`src/rtl/stream_serializer.sv`:
```
// Wide-to-narrow stream serializer: accepts one IN_WIDTH word and emits it as
// RATIO beats of OUT_WIDTH bits, with a zero-bubble hand-off between words.
module stream_serializer #(
    parameter int IN_WIDTH  = 32,
    parameter int OUT_WIDTH = 8,
    parameter int MSB_FIRST = 0
) (
    input  logic                 clk,
    input  logic                 rst,
    input  logic [IN_WIDTH-1:0]  i_sdata,
    input  logic                 i_svalid,
    output logic                 o_sready,
    output logic [OUT_WIDTH-1:0] o_mdata,
    output logic                 o_mvalid,
    input  logic                 i_mready,
    output logic                 o_mlast,
    output logic                 o_busy,
    output logic [15:0]          o_word_cnt
);

    localparam int RATIO  = IN_WIDTH / OUT_WIDTH;
    localparam int BEAT_W = (RATIO > 2) ? $clog2(RATIO) : 1;
    localparam logic [BEAT_W-1:0] LAST_BEAT = BEAT_W'(RATIO - 1);

    typedef enum logic {
        IDLE  = 1'b0,
        SHIFT = 1'b1
    } state_t;

    state_t              state_q, state_d;
    logic [BEAT_W-1:0]   beat_idx_q, beat_idx_d;
    logic [IN_WIDTH-1:0] data_q, data_d;
    logic [15:0]         word_cnt_q, word_cnt_d;

    logic [OUT_WIDTH-1:0] slice [RATIO];
    logic is_last;
    logic out_xfer;
    logic in_xfer;
    logic sready;

    // Slice table is pre-ordered so beat_idx always walks 0..RATIO-1.
    generate
        for (genvar gi = 0; gi < RATIO; gi++) begin : g_slice
            localparam int SRC = (MSB_FIRST != 0) ? (RATIO - 1 - gi) : gi;
            assign slice[gi] = data_q[SRC*OUT_WIDTH +: OUT_WIDTH];
        end
    endgenerate

    assign is_last  = (state_q == SHIFT) && (beat_idx_q == LAST_BEAT);
    assign out_xfer = (state_q == SHIFT) && i_mready;
    // Ready during the final beat's transfer lets the next word load with no bubble.
    assign sready   = !rst && ((state_q == IDLE) || (out_xfer && is_last));
    assign in_xfer  = i_svalid && sready;

    always_comb begin
        state_d    = state_q;
        beat_idx_d = beat_idx_q;
        data_d     = data_q;
        word_cnt_d = word_cnt_q;
        if (out_xfer) begin
            if (is_last) begin
                word_cnt_d = word_cnt_q + 16'd1;
                state_d    = IDLE;
            end else begin
                beat_idx_d = beat_idx_q + BEAT_W'(1);
            end
        end
        if (in_xfer) begin
            data_d     = i_sdata;
            beat_idx_d = '0;
            state_d    = SHIFT;
        end
    end

    // The data register is deliberately left out of reset; IDLE masks it.
    always_ff @(posedge clk) begin
        data_q <= data_d;
        if (rst) begin
            state_q    <= IDLE;
            beat_idx_q <= '0;
            word_cnt_q <= '0;
        end else begin
            state_q    <= state_d;
            beat_idx_q <= beat_idx_d;
            word_cnt_q <= word_cnt_d;
        end
    end

    assign o_sready   = sready;
    assign o_mvalid   = (state_q == SHIFT);
    assign o_busy     = (state_q == SHIFT);
    assign o_mlast    = is_last;
    assign o_mdata    = slice[beat_idx_q];
    assign o_word_cnt = word_cnt_q;

`ifndef SYNTHESIS
    always_ff @(posedge clk) begin
        param_check: assert ((IN_WIDTH % OUT_WIDTH == 0) && (RATIO >= 2));
        if (!rst) begin
            beat_range: assert (beat_idx_q <= LAST_BEAT);
        end
    end
`endif

endmodule

```
`config.mk`:
```
export PLATFORM = sky130hd
export DESIGN_NAME = stream_serializer
export DESIGN_NICKNAME = d
export VERILOG_FILES = /design/src/rtl/stream_serializer.sv
export SDC_FILE = /design/constraint.sdc
export NUM_CORES = 1
export LEC_CHECK = 0
export ABC_AREA = 0
export CAP_MARGIN = 20
export CORE_ASPECT_RATIO = 1.75
export CORE_MARGIN = 2
export CORE_UTILIZATION = 47
export CTS_CLUSTER_SIZE = 40
export DETAILED_ROUTE_END_ITERATION = 8
export PLACE_DENSITY = 0.78
export SLEW_MARGIN = 20
export SYNTH_ARGS = -nofsm -noshare
export SYNTH_HDL_FRONTEND = slang
export SYNTH_SLANG_ARGS = --single-unit
```
`constraint.sdc`:
```
create_clock -name clk -period 3.5 [get_ports clk]
set_clock_uncertainty 0.15 [all_clocks]
set_input_delay 0.7 -clock clk [delete_from_list [all_inputs] [get_ports clk]]
set_output_delay 0.7 -clock clk [all_outputs]
set_load 0.02 [all_outputs]
```
==> run_summary.xml <==
<?xml version="1.0" encoding="UTF-8"?>
<metrics>
  <group name="yosys">
    <metric name="post_synth.cell_area_avg" unit="um2">13.9</metric>
    <metric name="synthDominantCellAreaShare" unit="%">46.5</metric>
    <metric name="synth_enable_flop_cells" unit="">32</metric>
    <metric name="sequential_fraction_of_the_synthesis_area" unit="%">65.0</metric>
    <metric name="synth.net_count" unit="">186</metric>
    <metric name="postSynthCellCount" unit="">148</metric>
    <metric name="synth.top_cells.by_area" unit="">sky130_fd_sc_hd__edfxtp_1 47%, sky130_fd_sc_hd__dfxtp_1 18%, sky130_fd_sc_hd__mux4_2 8.7%</metric>
    <metric name="ys_async_sr_fraction" unit="%">0</metric>
    <metric name="synth_warnings" unit="">0</metric>
    <metric name="postSynth.topFlopCell" unit="">sky130_fd_sc_hd__edfxtp_1</metric>
    <metric name="post-synth-top-area-cell" unit="">sky130_fd_sc_hd__edfxtp_1</metric>
    <metric name="synth_cell_type_count" unit="">35</metric>
    <metric name="ys_seq_elements" unit="">51</metric>
    <metric name="post_synth_most_frequent_cells" unit="">32 x sky130_fd_sc_hd__edfxtp_1, 19 x sky130_fd_sc_hd__dfxtp_1, 13 x sky130_fd_sc_hd__nor2_1, 8 x sky130_fd_sc_hd__mux4_2</metric>
    <metric name="synth.most_common_cell" unit="">sky130_fd_sc_hd__edfxtp_1</metric>
    <metric name="synthesis.area" unit="um2">2060</metric>
  </group>
  <group name="timing">
    <metric name="final_period_minus_worst_setup_slack" unit="ps">3160</metric>
    <metric name="rsz0062_at_grt" unit="">false</metric>
    <metric name="post-route-period-util" unit="%">90.2</metric>
    <metric name="hold_viol" unit="">0</metric>
    <metric name="timing.final.max_slew_violations" unit="">0</metric>
    <metric name="final-setup-viol-count" unit="">0</metric>
    <metric name="max_freq" unit="GHz">0.317</metric>
    <metric name="fin_setup_tns" unit="ps">0</metric>
    <metric name="max-slew-margin-rel" unit="%">68.6</metric>
    <metric name="worstMarginPinSlew" unit="ps">470</metric>
  </group>
  <group name="routing">
    <metric name="detail_routed_net_length_per_standard_cell" unit="um">16.0</metric>
    <metric name="via_count" unit="">1404</metric>
    <metric name="detailedRoute.firstIterationViolations" unit="">26</metric>
    <metric name="detailedRoute.firstPassIterationCount" unit="">4</metric>
    <metric name="routed_via_density" unit="">5.34</metric>
    <metric name="detail-route-antenna-nets" unit="">0</metric>
    <metric name="drc_violations" unit="">0</metric>
    <metric name="drt_wl_total" unit="um">4210</metric>
  </group>
  <group name="clock_tree">
    <metric name="cts_setup_buffers" unit="">0</metric>
    <metric name="htree_levels" unit="">2</metric>
    <metric name="cts_max_path_buffers" unit="">2</metric>
    <metric name="cts_tree" unit="">built</metric>
    <metric name="clkSinkCount" unit="">51</metric>
    <metric name="clock-root-buffer" unit="">sky130_fd_sc_hd__clkbuf_8</metric>
    <metric name="post_cts.resized_instances" unit="">0</metric>
    <metric name="cts.clk_slew.worst_paths" unit="ps">90</metric>
    <metric name="clkLatencyLatePin" unit="ps">300</metric>
    <metric name="cts.hold.buffers_added" unit="">0</metric>
    <metric name="inserted_clock_buffers" unit="">5</metric>
  </group>
  <group name="layout">
    <metric name="share_of_layout_cells_above_drive_strength_1" unit="%">11.7</metric>
    <metric name="num_antenna_cells" unit="">0</metric>
    <metric name="final_nets" unit="">251</metric>
    <metric name="final.fill_count" unit="">337</metric>
    <metric name="synthToLayoutAreaGrowth" unit="%">36.8</metric>
  </group>
  <group name="global_route">
    <metric name="grt.met2_usage" unit="%">32.5</metric>
    <metric name="use_met1" unit="%">21.2</metric>
    <metric name="grt.busiest_layer" unit="">met2</metric>
    <metric name="grt_max_degree" unit="">33</metric>
    <metric name="first_global_vias" unit="">1402</metric>
    <metric name="grt_antenna_before_repair" unit="">0</metric>
    <metric name="grt_first_pass_wirelength" unit="um">6690</metric>
    <metric name="overall_global_routing_usage" unit="%">18.5</metric>
    <metric name="globalRouteOverflowTotal" unit="">0</metric>
    <metric name="grt_util_met3" unit="%">4.07</metric>
  </group>
  <group name="power_and_ir_drop">
    <metric name="leakagePower" unit="nW">0.916</metric>
    <metric name="total_power" unit="mW">1.09</metric>
    <metric name="vdd_drop_max" unit="mV">0.322</metric>
    <metric name="pwr_density_cell" unit="nW/um2">388</metric>
  </group>
  <group name="setup_path">
    <metric name="required" unit="ps">2650</metric>
    <metric name="timing.critical_path.to_type" unit="">primary output</metric>
    <metric name="crit_chain" unit="">ha_1 &gt; a21boi_0 &gt; nor2_1 &gt; clkdlybuf4s50_1</metric>
    <metric name="crit_arrival" unit="ps">2310</metric>
    <metric name="timing.critical_path.fanout_max" unit="">10</metric>
    <metric name="timing.critical_path.from_type" unit="">flip-flop</metric>
    <metric name="crit_path_top_delay_cell" unit="">sky130_fd_sc_hd__clkdlybuf4s50_1</metric>
    <metric name="crit_path_max_incr_delay" unit="ps">640</metric>
    <metric name="path_class" unit="">flip-flop to primary output</metric>
  </group>
  <group name="placement">
    <metric name="gp_congestion" unit="">0.722</metric>
    <metric name="io_buffer_count" unit="">63</metric>
    <metric name="dp.final_hpwl" unit="um">3130</metric>
  </group>
  <group name="die">
    <metric name="effective_utilization_at_floorplan" unit="%">49.3</metric>
    <metric name="std_cell_rows" unit="">31</metric>
    <metric name="die_width" unit="um">54.1</metric>
    <metric name="die_h" unit="um">91.7</metric>
    <metric name="num_io_pins" unit="">64</metric>
    <metric name="core" unit="um2">4190</metric>
    <metric name="design.die.area" unit="um2">4960</metric>
  </group>
  <group name="run">
    <metric name="timing.max_cap.violations" unit="">0</metric>
  </group>
  <group name="status">
    <metric name="outcome" unit="">complete, no violations</metric>
  </group>
  <group name="hold_path">
    <metric name="hold_path_class" unit="">flip-flop to flip-flop</metric>
  </group>
</metrics>
-- state kept, by name, summed over array words and instances, names as in the netlist --
name	flops
beat_idx_q	2
data_q	32
o_busy	1
o_word_cnt	16
-- layout by cell type, fill, tap and decap left out --
| master | instances |
|---|---|
| sky130_fd_sc_hd__nor4_1 | 1 |
| sky130_fd_sc_hd__buf_4 | 3 |
| sky130_fd_sc_hd__nand3_2 | 1 |
| sky130_fd_sc_hd__nand4_2 | 1 |
| sky130_fd_sc_hd__inv_6 | 1 |
| sky130_fd_sc_hd__and2_1 | 2 |
| sky130_fd_sc_hd__nor3_1 | 5 |
| sky130_fd_sc_hd__clkinvlp_4 | 2 |
| sky130_fd_sc_hd__and4_2 | 1 |
| sky130_fd_sc_hd__and4_1 | 1 |
| sky130_fd_sc_hd__and3_2 | 1 |
| sky130_fd_sc_hd__nand3_1 | 7 |
| sky130_fd_sc_hd__nand2_1 | 6 |
| sky130_fd_sc_hd__mux2_2 | 1 |
| sky130_fd_sc_hd__nor2b_1 | 2 |
| sky130_fd_sc_hd__clkdlybuf4s50_1 | 63 |
| sky130_fd_sc_hd__dfxtp_1 | 19 |
| sky130_fd_sc_hd__a21oi_1 | 7 |
| sky130_fd_sc_hd__inv_1 | 2 |
| sky130_fd_sc_hd__nor2_1 | 13 |
| sky130_fd_sc_hd__xor2_1 | 3 |
| sky130_fd_sc_hd__or4_1 | 2 |
| sky130_fd_sc_hd__o31ai_1 | 2 |
| sky130_fd_sc_hd__mux2i_1 | 2 |
| sky130_fd_sc_hd__and2_2 | 1 |
| sky130_fd_sc_hd__nand4_1 | 3 |
| sky130_fd_sc_hd__o21ai_0 | 4 |
| sky130_fd_sc_hd__or3_1 | 4 |
| sky130_fd_sc_hd__xnor2_1 | 5 |
| sky130_fd_sc_hd__mux4_2 | 8 |
| sky130_fd_sc_hd__clkbuf_8 | 5 |
| sky130_fd_sc_hd__a21boi_0 | 1 |
| sky130_fd_sc_hd__ha_1 | 2 |
| sky130_fd_sc_hd__edfxtp_1 | 32 |
| sky130_fd_sc_hd__or2_1 | 1 |
-- layout make-up --
class	count	area, um2	share of cell area (%)
sequential	51	1340	47.5
clock buffer	5	68.8	2.44
clock inverter	3	23.8	0.842
tap	49	61.3	2.17
multi-input combinational	87	668	23.7
timing repair buffer	66	653	23.1
inverter	2	7.51	0.266
-- critical path, delay by kind of cell (launching register included) --
| kind | cells | cell delay (ps) |
|---|---|---|
| compound gates | 1 | 200 |
| fa+ha+maj | 1 | 380 |
| buf+inv | 1 | 640 |
| flops | 1 | 620 |
| simple gates | 1 | 180 |
-- layer usage --
layer | vias up | wire length, um
met4 | 0 | 66
li1 | 683 | -
met2 | 52 | 2270
met1 | 660 | 1610
met3 | 9 | 257
met5 | - | 0
-- kinds of logic (layout without fill, tap and decap cells) --
group                      after synthesis  count (layout)  share of synthesized area (%)
AOI/OAI and AO/OA                       14              14                           3.76
xor gates and xnor gates                 8               8                           3.39
adders and majority gates                2               2                           1.21
buffers and inverters                   10              76                           2.67
DFF                                     51              51                           65.0
muxes                                   11              11                           10.2
and+or+nand+nor                         52              52                           13.8
-- per-stage QoR --
stage               area (um2)  cells  worst slack (ps)  hold slack [ps]  util (%)
global route              2820    263               158              387      67.4
CTS                       2820    263               309              367      67.4
finish                    2820    263               344              368      67.4
floorplan                 2060    148               941              413         -
detailed placement        2730    255               381              349      65.2
global placement          2730    255               493              327      65.2
-- where the power goes --
part           total, mW  internal, mW  switching (mW)
Clock              0.333         0.143           0.190
Sequential         0.662         0.656         0.00567
Combinational      0.100        0.0615          0.0387
Total               1.09         0.860           0.234
-- final timing paths --
| path | depth (start not counted) | slack, ps | startpoint | endpoint |
|---|---|---|---|---|
| worst min-delay path | 2 | 370 | o_word_cnt[13] | o_word_cnt[13] |
| worst min register to register | 2 | 370 | o_word_cnt[13] | o_word_cnt[13] |
| worst max-delay path | 4 | 340 | beat_idx_q[1] | o_sready |
| worst max register to register | 5 | 1100 | beat_idx_q[1] | o_word_cnt[15] |
Note: power is estimated with default switching activity, not from simulation.
